### src/rtl/uart_rx_os16_if.sv
// rtl/uart_rx_os16_if.sv - serial line and received-byte bundle for uart_rx_os16
// slave: the receiver; master: the line driver / byte consumer.
interface uart_rx_os16_if;
  logic       iRX;
  logic [7:0] oDATA;
  logic       oVALID;
  logic       oFRAME_ERR;
  logic       oBUSY;

  modport slave  (input iRX, output oDATA, output oVALID, output oFRAME_ERR, output oBUSY);
  modport master (output iRX, input oDATA, input oVALID, input oFRAME_ERR, input oBUSY);
endinterface

### src/rtl/uart_rx_os16.sv
// rtl/uart_rx_os16.sv - 16x oversampling 8N1 UART receiver with 2-of-3 majority voting
// Bytes leave as a one-clock oVALID strobe; a low stop bit gives oFRAME_ERR and parks in BREAK.
module uart_rx_os16 #(
  parameter int CLK_HZ   = 50_000_000,
  parameter int BAUD     = 9600,
  parameter int TICK_DIV = CLK_HZ / (BAUD * 16)
) (
  input  logic          clk,
  input  logic          reset,
  uart_rx_os16_if.slave bus
);

  localparam int              DIV_W    = (TICK_DIV > 1) ? $clog2(TICK_DIV) : 1;
  localparam logic [DIV_W-1:0] DIV_LAST = DIV_W'(TICK_DIV - 1);

  typedef enum logic [2:0] {
    S_IDLE,
    S_START,
    S_DATA,
    S_STOP,
    S_BREAK
  } state_t;

  state_t           r_state;
  state_t           w_state_nxt;
  logic             r_sync1;
  logic             r_rxs;
  logic [DIV_W-1:0] r_div;
  logic [3:0]       r_s;
  logic             r_smp7;
  logic             r_smp8;
  logic [2:0]       r_idx;
  logic [7:0]       r_shift;
  logic [7:0]       r_data;
  logic             r_valid;
  logic             r_ferr;
  logic             r_busy;

  logic             w_in_frame;
  logic             w_tick;
  logic             w_decide;
  logic             w_bit;
  logic             w_start_det;
  logic             w_shift_en;
  logic             w_valid_nxt;
  logic             w_ferr_nxt;

  always_ff @(posedge clk or posedge reset) begin
    if (reset) begin
      r_sync1 <= 1'b1;
      r_rxs   <= 1'b1;
    end else begin
      r_sync1 <= bus.iRX;
      r_rxs   <= r_sync1;
    end
  end

  assign w_in_frame = (r_state == S_START) || (r_state == S_DATA) || (r_state == S_STOP);
  assign w_tick     = (r_div == DIV_LAST);
  assign w_decide   = w_tick && (r_s == 4'd9);
  assign w_bit      = (r_smp7 & r_smp8) | (r_smp7 & r_rxs) | (r_smp8 & r_rxs);

  // Divider only runs inside a frame, so every frame starts from a zero phase.
  always_ff @(posedge clk or posedge reset) begin
    if (reset) begin
      r_div <= '0;
      r_s   <= 4'd0;
    end else if (w_start_det || !w_in_frame) begin
      r_div <= '0;
      r_s   <= 4'd0;
    end else if (w_tick) begin
      r_div <= '0;
      r_s   <= r_s + 4'd1;
    end else begin
      r_div <= r_div + 1'b1;
    end
  end

  always_ff @(posedge clk or posedge reset) begin
    if (reset) begin
      r_smp7 <= 1'b1;
      r_smp8 <= 1'b1;
    end else if (w_tick && w_in_frame) begin
      if (r_s == 4'd7) r_smp7 <= r_rxs;
      if (r_s == 4'd8) r_smp8 <= r_rxs;
    end
  end

  always_ff @(posedge clk or posedge reset) begin
    if (reset) r_state <= S_IDLE;
    else       r_state <= w_state_nxt;
  end

  always_comb begin
    w_state_nxt = r_state;
    w_start_det = 1'b0;
    w_shift_en  = 1'b0;
    w_valid_nxt = 1'b0;
    w_ferr_nxt  = 1'b0;
    unique case (r_state)
      S_IDLE: begin
        if (!r_rxs) begin
          w_state_nxt = S_START;
          w_start_det = 1'b1;
        end
      end
      S_START: begin
        if (w_decide) w_state_nxt = w_bit ? S_IDLE : S_DATA;
      end
      S_DATA: begin
        if (w_decide) begin
          w_shift_en = 1'b1;
          if (r_idx == 3'd7) w_state_nxt = S_STOP;
        end
      end
      // Leaving mid stop bit lets a back-to-back start edge be caught.
      S_STOP: begin
        if (w_decide) begin
          if (w_bit) begin
            w_valid_nxt = 1'b1;
            w_state_nxt = S_IDLE;
          end else begin
            w_ferr_nxt  = 1'b1;
            w_state_nxt = S_BREAK;
          end
        end
      end
      S_BREAK: begin
        if (r_rxs) w_state_nxt = S_IDLE;
      end
      default: w_state_nxt = S_IDLE;
    endcase
  end

  always_ff @(posedge clk or posedge reset) begin
    if (reset) begin
      r_idx   <= 3'd0;
      r_shift <= 8'h00;
    end else if (w_start_det) begin
      r_idx   <= 3'd0;
      r_shift <= 8'h00;
    end else if (w_shift_en) begin
      r_idx          <= r_idx + 3'd1;
      r_shift[r_idx] <= w_bit;
    end
  end

  always_ff @(posedge clk or posedge reset) begin
    if (reset) begin
      r_data  <= 8'h00;
      r_valid <= 1'b0;
      r_ferr  <= 1'b0;
      r_busy  <= 1'b0;
    end else begin
      r_valid <= w_valid_nxt;
      r_ferr  <= w_ferr_nxt;
      r_busy  <= (w_state_nxt != S_IDLE);
      if (w_valid_nxt) r_data <= r_shift;
    end
  end

  assign bus.oDATA      = r_data;
  assign bus.oVALID     = r_valid;
  assign bus.oFRAME_ERR = r_ferr;
  assign bus.oBUSY      = r_busy;

endmodule

### src/flat_wrapper.sv
// flat-port wrapper written by rule: the top's interface ports become plain ports
module uart_rx_os16_flat 
#(
  parameter int CLK_HZ   = 50_000_000,
  parameter int BAUD     = 9600,
  parameter int TICK_DIV = CLK_HZ / (BAUD * 16)
)
  (clk, reset, bus_iRX, bus_oDATA, bus_oVALID, bus_oFRAME_ERR, bus_oBUSY);
  uart_rx_os16_if bus_i ();
  input  logic clk;
  input  logic reset;
  input wire logic [$bits(bus_i.iRX)-1:0] bus_iRX;
  output wire logic [$bits(bus_i.oDATA)-1:0] bus_oDATA;
  output wire logic [$bits(bus_i.oVALID)-1:0] bus_oVALID;
  output wire logic [$bits(bus_i.oFRAME_ERR)-1:0] bus_oFRAME_ERR;
  output wire logic [$bits(bus_i.oBUSY)-1:0] bus_oBUSY;
  assign bus_i.iRX = bus_iRX;
  assign bus_oDATA = bus_i.oDATA;
  assign bus_oVALID = bus_i.oVALID;
  assign bus_oFRAME_ERR = bus_i.oFRAME_ERR;
  assign bus_oBUSY = bus_i.oBUSY;
  uart_rx_os16 #(.CLK_HZ(CLK_HZ), .BAUD(BAUD), .TICK_DIV(TICK_DIV)) u_core (.clk(clk), .reset(reset), .bus(bus_i));
endmodule
### config.mk
export PLATFORM = sky130hd
export DESIGN_NAME = uart_rx_os16_flat
export DESIGN_NICKNAME = d
export VERILOG_FILES = /design/src/rtl/uart_rx_os16_if.sv /design/src/rtl/uart_rx_os16.sv /design/src/flat_wrapper.sv
export SDC_FILE = /design/constraint.sdc
export NUM_CORES = 1
export LEC_CHECK = 0
export BUFFER_PORTS_ARGS = -buffer_cell sky130_fd_sc_hd__buf_2
export CAP_MARGIN = 20
export CORE_MARGIN = 10
export CORE_UTILIZATION = 40
export DETAILED_ROUTE_END_ITERATION = 7
export SYNTH_ARGS = -nofsm -noshare
export SYNTH_HDL_FRONTEND = slang
export SYNTH_SLANG_ARGS = --single-unit
export TNS_END_PERCENT = 10
### constraint.sdc
create_clock -name clk -period 2.1 [get_ports clk]
set_clock_uncertainty 0.1 [all_clocks]
set_input_delay 0.105 -clock clk [delete_from_list [all_inputs] [get_ports clk]]
set_output_delay 0.105 -clock clk [all_outputs]
set_load 0.01 [all_outputs]
==> results of run 1 <==
==> synthesized netlist by cell type (all sizes together) (2+ instances only) <==
library cell	count
nor2	15
nand4bb	2
xor2	7
dfstp	4
ha	7
nor2b	2
nand2	6
nand3	14
xnor2	4
nand4	9
inv	10
and4	3
or3	2
buf	5
a31oi	2
o21bai	2
nor4	4
nor3	5
mux2	10
nand2b	4
and4bb	2
o21ai	8
o31ai	3
nand3b	3
clkbuf	6
dfrtp	38
a21oi	9
==> through the flow <==
| step | utilization | hold slack [ns] | std cells | setup slack, ns | area [µm²] |
|---|---|---|---|---|---|
| global placement | 0.444 | 0.115 | 272 | 0.170 | 2300 |
| global route | 0.469 | 0.268 | 282 | 0.0220 | 2420 |
| detailed placement | 0.444 | 0.119 | 272 | 0.125 | 2300 |
| floorplan | - | 0.00948 | 196 | 0.255 | 2160 |
| finish | 0.469 | 0.258 | 282 | 0.135 | 2420 |
| CTS | 0.469 | 0.261 | 282 | 0.110 | 2420 |
==> worst paths after layout <==
check                                 from                  end  cells after the start  slack (ns)
setup / recovery           u_core.r_div[0]  u_core.bus.oDATA[1]                      6        0.13
hold / removal              u_core.r_sync1         u_core.r_rxs                      0        0.26
setup reg to reg           u_core.r_div[0]  u_core.bus.oDATA[1]                      6        0.13
hold reg to reg             u_core.r_sync1         u_core.r_rxs                      0        0.26
max in group asynchronous            reset        u_core.r_smp7                      4        1.16
min in group asynchronous            reset      u_core.r_idx[0]                      4        0.37
==> area by class of cell <==
| cell class | instances | area [µm²] | area share |
|---|---|---|---|
| Multi-Input combinational cell | 133 | 1020 | 0.421 |
| Clock buffer | 5 | 68.8 | 0.0284 |
| Clock inverter | 3 | 40.0 | 0.0165 |
| Sequential cell | 42 | 1060 | 0.435 |
| Timing Repair Buffer | 19 | 115 | 0.0475 |
| Inverter | 10 | 37.5 | 0.0155 |
| Tap cell | 70 | 87.6 | 0.0361 |
==> flip-flops by register name, indices dropped and copies added, names as in the netlist <==
register	cells
u_core.r_idx	3
u_core.r_s	4
u_core.r_rxs	1
u_core.r_div	9
u_core.r_sync1	1
u_core.r_state	3
u_core.bus.oBUSY	1
u_core.bus.oDATA	8
u_core.bus.oFRAME_ERR	1
u_core.r_shift	8
u_core.bus.oVALID	1
u_core.r_smp8	1
u_core.r_smp7	1
==> worst register-to-register path: cells and delay by family, from the launching register on <==
family / cells / cell delay [ns]
adder cells (fa/ha/maj): 1 / 0.21
buffers and inverters: 1 / 0.08
flip-flops: 1 / 0.44
multiplexers: 1 / 0.35
AND/OR/NAND/NOR: 3 / 0.68
==> cells by family after synthesis <==
kind of cell             after synthesis  share of synthesized area
AND/OR/NAND/NOR                       78                      0.245
adder cells (fa/ha/maj)                8                     0.0457
AO/OA/AOI/OAI                         25                     0.0659
multiplexers                          11                     0.0706
XOR/XNOR                              11                     0.0445
flip-flops                            42                      0.488
buffers and inverters                 21                     0.0405
==> power by group through the flow <==
| stage | registers [mW] | clock network [mW] | logic [mW] |
|---|---|---|---|
| after global placement | 0.830 | 0 | 0.0198 |
| final | 0.814 | 0.625 | 0.0212 |
| after detailed placement | 0.830 | 0 | 0.0205 |
| after global routing | 0.814 | 0.687 | 0.0257 |
| after CTS | 0.814 | 0.649 | 0.0231 |
| after floorplan | 0.829 | 0 | 0.0119 |
==> routing by layer <==
| metal | vias to the layer above | wire length (µm) | GRT usage |
|---|---|---|---|
| met2 | 15 | 1780 | 0.153 |
| met4 | 0 | 90 | 0.0532 |
| li1 | 727 | - | - |
| met1 | 683 | 1860 | 0.120 |
| met5 | - | 0 | 0 |
| met3 | 8 | 146 | 0.0296 |
==> timing repair <==
item	in CTS	in global routing
hold buffers	2	0
endpoints found under the hold margin	39	0
resized for setup	0	0
==> summary.md, run 1 <==
| Metric | Value |
|---|---|
| Vias in the first global route | `1459` |
| CP startpoint kind | `flip-flop` |
| Final Setup Violations | `0` |
| Worst Setup Path Type | `reg -> reg` |
| Synth area leaders | `dfrtp_1 44%, mux2_4 5.6%, dfstp_2 4.9%` |
| Number of synthesized flops with an enable pin | `0` |
| Clock buffer depth | `2` |
| CTS sink count | `42` |
| Clock latency at the later pin of the worst-skew pair | `0.30 ns` |
| Commonest non-fill, non-tap cell in the layout | `dfrtp_1` |
| Clk slew on worst S/H paths | `0.08 ns` |
| Initial antenna violation count | `0` |
| Die X-Extent | `93.5 µm` |
| Worst setup EP type | `flip-flop` |
| Post-DRT Antenna Nets | `0` |
| Final hold vios | `0` |
| Max VDD drop | `316 µV` |
| GRT overflow | `0` |
| Max-Cap Viols | `0` |
| Synth cell types | `46` |
| Overall power | `1.46 mW` |
| Mapped Cells | `196` |
| CORE AREA | `5170 µm²` |
| Routed wire per std cell | `13.7 µm` |
| Syn_area_per_cell | `11.0 µm²` |
| Chip height | `93.5 µm` |
| Initial drt markers | `46` |
| Count of state elements after synthesis | `42` |
| Global Route Usage Sum | `0.0986` |
| Post-synthesis net count | `206` |
| Yosys warns | `0` |
| Crit path max-delay family | `simple AND/OR/NAND/NOR gates` |
| Slew Limit Headroom | `0.653` |
| CP max stage cell | `dfrtp_1` |
| Bufs and invs on worst path | `1` |
| Cell Rows | `26` |
| Largest net degree at the start of global routing | `43` |
| Buffers on Ports | `13` |
| Final Cycle Share | `0.936` |
| GPL Wtd Cong | `0.806` |
| Asr flop ratio synth | `1.00` |
| Via count | `1433` |
| Mapped Area | `2160 µm²` |
| Share of cells above drive strength 1 | `0.217` |
| Crit path DAT | `2.05 ns` |
| Residual DRC count | `0` |
| WL final | `3.87 mm` |
| Clock Power Share | `0.428` |
| CTS tree | `done` |
| Leak | `1.09 nW` |
| Die area | `8750 µm²` |
| Cells along the critical path | `inv_1 -> ha_1 -> nand4bb_4 -> nor4_4 -> nand3_4 -> mux2_4` |
| Diode count | `0` |
| Worst Hold Class | `reg -> reg` |
| Nets | `221` |
| Psw | `0.293 mW` |
| Power per Cell Area | `602 nW/µm²` |
| Dpl hpwl | `2.76 mm` |
| Synth area leader | `dfrtp_1` |
| Worst-Margin Slew | `0.519 ns` |
| CTS H-tree depth | `2` |
| Most frequent cells in the layout | `38 x dfrtp_1, 15 x nor2_1, 13 x nand3_1, 13 x buf_2` |
| # IOs | `14` |
| P_int | `1.17 mW` |
| Top-area cell type share of the netlist area | `0.440` |
| Flop pwr share | `0.557` |
| Status | `complete, no violations` |
| CTS Buf Count | `5` |
| Synth-to-Final Area Change | `12.1%` |
| First-pass GRT wire length | `6.98 mm` |
| Post-CTS Repair Setup Buffers | `0` |
| Worst path required time | `2.18 ns` |
| Net Sw Frac | `0.201` |
| Final min period | `1.97 ns` |
| Fillers | `478` |
| Unrepaired setup endpoints after global routing | `no` |
| Crit-path max FO | `8` |
| Final Max Tran Viols | `0` |
| Register area share after synthesis | `0.488` |
| Drt pass-1 iters | `4` |
| Initial Util | `0.418` |
| CTS root buf | `clkbuf_8` |
| Via-to-Cell Ratio | `5.08` |
| Comb power frac | `0.014` |
| Max Freq | `0.509 GHz` |
| Synth Flop Type | `dfrtp_1` |
| Setup tns final | `0 ns` |
| Worst path max stage delay | `0.44 ns` |
Note: power is estimated with default switching activity, not from simulation.
==> run 2, diff against run 1 <==
- clock period: 2.1 -> 2.05 ns (I/O delays scaled with it)
==> summary.md, run 2 (synthesis results as in run 1) <==
| Metric | Value |
|---|---|
| Leak | `1.09 nW (+0.46%)` |
| Clk slew on worst S/H paths | `0.08 ns (about the same)` |
| Fin area | `2430 µm² (+0.36%)` |
| Die area | `8750 µm² (unchanged)` |
| Reg2reg setup slack | `0.13 ns (about the same)` |
| Post-DP Area | `2320 µm² (+1.2%)` |
| Unrepaired setup endpoints after global routing | `no` |
| First-pass GRT wire length | `7.09 mm (+1.6%)` |
| Bufs and invs on worst path | `1 (unchanged)` |
| Die X-Extent | `93.5 µm (unchanged)` |
| Overall power | `1.36 mW (-6.6%)` |
| Max Freq | `0.520 GHz (+2.2%)` |
| Post-DRT Antenna Nets | `0 (unchanged)` |
| Worst path required time | `2.13 ns (-0.05 ns)` |
| Worst setup EP type | `flip-flop` |
| Path depth of the worst reg2reg path | `6 (unchanged)` |
| CP max stage cell | `dfrtp_1` |
| Worst slack at placement | `0.106 ns (-0.0189 ns)` |
| CORE AREA | `5170 µm² (unchanged)` |
| Initial Util | `0.418 (unchanged)` |
| Final Max Tran Viols | `0 (unchanged)` |
| Synth-to-Final Area Change | `12.5%` |
| Nets | `224 (+1.4%)` |
| Diode count | `0 (unchanged)` |
| GRT overflow | `0 (unchanged)` |
| Clock buffer depth | `2 (unchanged)` |
| Met2 track demand over resource | `0.156 (+0.00290)` |
| Worst-Margin Slew | `0.813 ns (+0.294 ns)` |
| Status | `complete, no violations` |
| Worst path max stage delay | `0.41 ns (-0.03 ns)` |
| Flip-flop count of the largest register after layout | `9 (unchanged)` |
| M1 GR Usage | `0.116 (-0.00388)` |
| Reg2reg end | `u_core.bus.oDATA[3]` |
| Crit path DAT | `2.00 ns (-0.05 ns)` |
| Gr busiest metal | `met2` |
| Clock latency at the later pin of the worst-skew pair | `0.29 ns (about the same)` |
| CTS H-tree depth | `2 (unchanged)` |
| Setup WS post-layout | `0.127 ns (-0.00798 ns)` |
| Post-Layout Cell Count | `285 (+1.1%)` |
| Placed cells | `274 (+0.74%)` |
| Chip height | `93.5 µm (unchanged)` |
| Cell Rows | `26 (unchanged)` |
| Critical Path Sink | `u_core.bus.oDATA[3]` |
| Setup tns final | `0 ns (unchanged)` |
| WL final | `3.91 mm (+1.0%)` |
| CP Launch Point | `u_core.r_div[1]` |
| Commonest non-fill, non-tap cell in the layout | `dfrtp_1` |
| Worst Hold Class | `reg -> reg` |
| Crit. path cell count | `6 (unchanged)` |
| Final min period | `1.92 ns (-0.0420 ns)` |
| Hold_ws | `0.259 ns (+0.00110 ns)` |
| Via-to-Cell Ratio | `5.18 (+1.9%)` |
| Slew Limit Headroom | `0.454 (-0.199)` |
| Power per Cell Area | `560 nW/µm² (-7.0%)` |
| Initial drt markers | `57 (+24%)` |
| Origin of the critical flop-to-flop path | `u_core.r_div[1]` |
| Final hold vios | `0 (unchanged)` |
| Most flops, register | `u_core.r_div` |
| Drt pass-1 iters | `4 (unchanged)` |
| Max-Cap Viols | `0 (unchanged)` |
| Crit-path max FO | `8 (unchanged)` |
| CTS Buf Count | `5 (unchanged)` |
| CP startpoint kind | `flip-flop` |
| GPL Wtd Cong | `0.789 (-2.1%)` |
| Share of cells above drive strength 1 | `0.228 (+0.0109)` |
| Initial antenna violation count | `0 (unchanged)` |
| Residual DRC count | `0 (unchanged)` |
| Final core utilization | `0.470 (+0.00169)` |
| Largest net degree at the start of global routing | `23 (-47%)` |
| Dpl hpwl | `2.79 mm (+0.73%)` |
| Met3 Use GR | `0.0344 (+0.00480)` |
| Global Route Usage Sum | `0.0978 (-0.000846)` |
| Crit path max-delay family | `simple AND/OR/NAND/NOR gates` |
| Via count | `1476 (+3.0%)` |
| Buffers on Ports | `13 (unchanged)` |
| CTS sink count | `42 (unchanged)` |
| CTS tree | `done` |
| Final Setup Violations | `0 (unchanged)` |
| CTS root buf | `clkbuf_8` |
| Most frequent cells in the layout | `38 x dfrtp_1, 15 x nor2_1, 13 x nand3_1, 13 x buf_2` |
| # IOs | `14 (unchanged)` |
| Routed wire per std cell | `13.7 µm (about the same)` |
| Max VDD drop | `246 µV (-22%)` |
| Cells along the critical path | `inv_1 -> ha_1 -> nand4bb_4 -> nor4_4 -> nand3_4 -> mux2_4` |
| Final Cycle Share | `0.938 (+0.00233)` |
| Worst Setup Path Type | `reg -> reg` |
| Vias in the first global route | `1543 (+5.8%)` |
[run 2: cell count changes in the layout (fill, tap and decap cells not counted), sizes merged]
| cell | delta |
|---|---|
| buf | +3 |
| bufinv | -1 |
| clkbuf | +1 |
[run 2: cell type report]
cell class / count / area [µm²]
Clock buffer: 6 / 72.6
Clock inverter: 2 / 10.0
Fill cell: 473 / 2740
Inverter: 10 / 37.5
Multi-Input combinational cell: 133 / 1020
Sequential cell: 42 / 1060
Tap cell: 70 / 87.6
Timing Repair Buffer: 22 / 150
[run 2: timing repair]
item | CTS | global route
resized for setup | 0 | 1
endpoints found under the hold margin | 22 | 0
hold buffers | 2 | 0
buffers inserted | 0 | 1
setup endpoints to repair | 0 | 1
[run 2: worst min path at each step]
stage | start | end | slack (ns) | cells after the start
floorplan | bus_iRX | u_core.r_sync1 | 0.007 | 0
finish | u_core.r_sync1 | u_core.r_rxs | 0.26 | 0
global placement | reset | u_core.r_shift[1] | 0.09 | 2
global route | u_core.r_sync1 | u_core.r_rxs | 0.27 | 0
detailed placement | reset | u_core.r_shift[1] | 0.10 | 2
CTS | u_core.r_sync1 | u_core.r_rxs | 0.26 | 0
[run 2: power breakdown]
group          switching [mW]  leakage (nW)  total [mW]  internal (mW)
sequential            0.00203         0.553       0.834          0.832
clock                   0.269        0.0450       0.505          0.236
combinational          0.0170         0.492      0.0248        0.00783
total                   0.288          1.09        1.36           1.08
[run 2: per-layer routing]
metal | vias to the layer above | routed length (µm) | share of wire
met1 | 721 | 1880 | 0.48
met5 | - | 0 | 0
met3 | 5 | 159 | 0.041
met4 | 0 | 48 | 0.012
li1 | 733 | - | -
met2 | 17 | 1820 | 0.47
[run 2: worst reg2reg max path, stage by stage, from the launching register on]
cell       delay, ns
dfrtp_1         0.41
inv_1           0.07
ha_1            0.19
nand4bb_4       0.16
nor4_4          0.32
nand3_4         0.21
mux2_4          0.36
==> run 3, diff against run 2 <==
- CORE_MARGIN: 10 -> 1.5
- SLEW_MARGIN: not set -> 0
- clock period: 2.05 -> 1.85 ns (I/O delays scaled with it)
==> summary.md, run 3 (synthesis results as in run 1) <==
| Metric | Value |
|---|---|
| Clk slew on worst S/H paths | `0.08 ns (about the same)` |
| Cells along the critical path | `inv_1 -> ha_2 -> and4bb_1 -> buf_12 -> nand3_1 -> nor4_2 -> mux2_1` |
| Reg2reg setup slack | `0.03 ns (-0.10 ns)` |
| CORE AREA | `5170 µm² (unchanged)` |
| Buffers on Ports | `13 (unchanged)` |
| Hold Crit Depth | `0 (unchanged)` |
| Max-Cap Viols | `0 (unchanged)` |
| Max Freq | `0.550 GHz (+5.8%)` |
| Global Route Usage Sum | `0.152 (+0.0545)` |
| Setup WS post-layout | `0.0317 ns (-0.0950 ns)` |
| Share of cells above drive strength 1 | `0.325 (+0.0969)` |
| Leak | `1.21 nW (+11%)` |
| Final min period | `1.82 ns (-0.105 ns)` |
| Setup tns final | `0 ns (unchanged)` |
| Final core utilization | `0.518 (+0.0472)` |
| Power per Cell Area | `683 nW/µm² (+22%)` |
| Unrepaired setup endpoints after global routing | `yes` |
| Post-DP Area | `2450 µm² (+5.4%)` |
| Worst Hold Class | `reg -> reg` |
| Flop pwr share | `0.505 (-0.107)` |
| Psw | `0.327 mW (+14%)` |
| Post-DRT Antenna Nets | `0 (unchanged)` |
| Drt pass-1 iters | `4 (unchanged)` |
| Final Setup Violations | `0 (unchanged)` |
| Worst-Margin Slew | `0.514 ns (-0.300 ns)` |
| CP max stage cell | `dfrtp_1` |
| CTS root buf | `clkbuf_8` |
| Placed cells | `289 (+5.5%)` |
| GRT overflow | `0 (unchanged)` |
| Via-to-Cell Ratio | `5.00 (-3.5%)` |
| Most flops, register | `u_core.r_div` |
| Origin of the critical flop-to-flop path | `u_core.r_div[0]` |
| Status | `complete, no violations` |
| # IOs | `14 (unchanged)` |
| Worst setup EP type | `flip-flop` |
| Initial antenna violation count | `0 (unchanged)` |
| Via count | `1520 (+3.0%)` |
| Final Cycle Share | `0.983 (+0.0447)` |
| Final hold vios | `0 (unchanged)` |
| Residual DRC count | `0 (unchanged)` |
| Clock latency at the later pin of the worst-skew pair | `0.29 ns (about the same)` |
| Crit path DAT | `1.94 ns (-0.06 ns)` |
| Bufs and invs on worst path | `2 (+1)` |
| Commonest non-fill, non-tap cell in the layout | `dfrtp_1` |
| Slew Limit Headroom | `0.658 (+0.203)` |
| CTS tree | `done` |
| Worst-case hold path end point | `u_core.r_rxs` |
| Largest net degree at the start of global routing | `43 (+87%)` |
| Most frequent cells in the layout | `37 x dfrtp_1, 24 x buf_4, 15 x nor2_1` |
| Die X-Extent | `76.5 µm (-18%)` |
| Cell Rows | `26 (unchanged)` |
| Initial Util | `0.418 (unchanged)` |
| Comb power frac | `0.013 (-0.005)` |
| Hold_ws | `0.258 ns (-0.00183 ns)` |
| Routed wire per std cell | `13.1 µm (-4.7%)` |
| Worst path max stage delay | `0.38 ns (-0.03 ns)` |
| Worst slack at placement | `-0.0154 ns (-0.122 ns)` |
| CTS H-tree depth | `2 (unchanged)` |
| Flip-flop count of the largest register after layout | `9 (unchanged)` |
| Clock Power Share | `0.482 (+0.112)` |
| Net Sw Frac | `0.179 (-0.0321)` |
| Path depth of the worst reg2reg path | `7 (+1)` |
| CTS Buf Count | `5 (unchanged)` |
| Fin area | `2680 µm² (+10%)` |
| Clock buffer depth | `2 (unchanged)` |
| WL final | `3.98 mm (+1.6%)` |
| Reg2reg end | `u_core.r_smp7` |
| Crit-path max FO | `10 (+2)` |
| Worst Setup Path Type | `reg -> reg` |
| Post-Layout Cell Count | `304 (+6.7%)` |
| Chip height | `76.5 µm (-18%)` |
| Hold wc startpoint | `u_core.r_sync1` |
| Nets | `243 (+8.5%)` |
| CTS sink count | `42 (unchanged)` |
| Crit path max-delay family | `simple AND/OR/NAND/NOR gates` |
| Synth-to-Final Area Change | `23.8%` |
| Worst path required time | `1.97 ns (-0.16 ns)` |
| Diode count | `0 (unchanged)` |
| GPL Wtd Cong | `0.761 (-3.5%)` |
| Dpl hpwl | `2.76 mm (-0.96%)` |
| Vias in the first global route | `1546 (+0.19%)` |
| CP startpoint kind | `flip-flop` |
| Initial drt markers | `102 (+79%)` |
| Die area | `5860 µm² (-33%)` |
| Final Max Tran Viols | `0 (unchanged)` |
| P_int | `1.50 mW (+40%)` |
| Max VDD drop | `399 µV (+62%)` |
| Overall power | `1.83 mW (+34%)` |
| First-pass GRT wire length | `7.00 mm (-1.2%)` |
==> run 3: cell types whose count changed in the layout (fill, tap and decap cells not counted), moves of 2 or more <==
| cell | delta |
|---|---|
| bufinv_16 | +2 |
| clkinv_2 | -2 |
| buf_4 | +18 |
| ha_1 | -2 |
==> run 3: power groups by stage <==
stage          logic (mW)  clock network, mW  registers (mW)
2_1_floorplan      0.0135                  0           0.941
3_3_place_gp       0.0226                  0           0.942
3_5_place_dp       0.0228                  0           0.942
4_1_cts            0.0263              0.906           0.924
5_1_grt            0.0291              0.965           0.924
6_report           0.0238              0.882           0.924
==> run 3: worst max path at each step <==
stage	to	slack (ns)	startpoint	cells after the start
global route	u_core.bus.oDATA[4]	-0.06	u_core.r_s[1]	6
CTS	u_core.bus.oDATA[4]	0.002	u_core.r_s[0]	5
floorplan	u_core.bus.oDATA[0]	0.005	u_core.r_div[0]	6
detailed placement	u_core.bus.oDATA[3]	-0.02	u_core.r_div[0]	6
finish	u_core.r_smp7	0.03	u_core.r_div[0]	7
global placement	u_core.bus.oDATA[1]	0.02	u_core.r_div[0]	6
==> run 3: cell type report <==
type | instances | area, µm²
clock inverters | 2 | 60.1
clock buffers | 6 | 82.6
flip-flops and latches | 42 | 1060
fillers | 479 | 2490
multi-input cells | 133 | 1050
inverters | 10 | 37.5
well taps | 70 | 87.6
repair buffers | 41 | 305
==> run 3: layer usage <==
metal  track usage  vias to the layer above  wire, µm  part of all wire
met4        0.0667                        0        74             0.019
met3        0.0359                        7       113             0.028
met2         0.252                       20      1880              0.47
met1         0.189                      730      1910              0.48
li1              -                      763         -                 -
met5             0                        -         0                 0
==> run 3: repair_timing <==
action	in CTS	in global routing
hold buffers	2	0
buffers inserted	5	0
resized for setup	4	5
setup endpoints to repair	9	14
pin swaps	2	1
hold endpoints to repair	39	0
==> run 3: worst reg2reg max path: stages, from the launching register on <==
cell	delay, ns
dfrtp_1	0.38
inv_1	0.06
ha_2	0.20
and4bb_1	0.25
buf_12	0.14
nand3_1	0.11
nor4_2	0.16
mux2_1	0.34
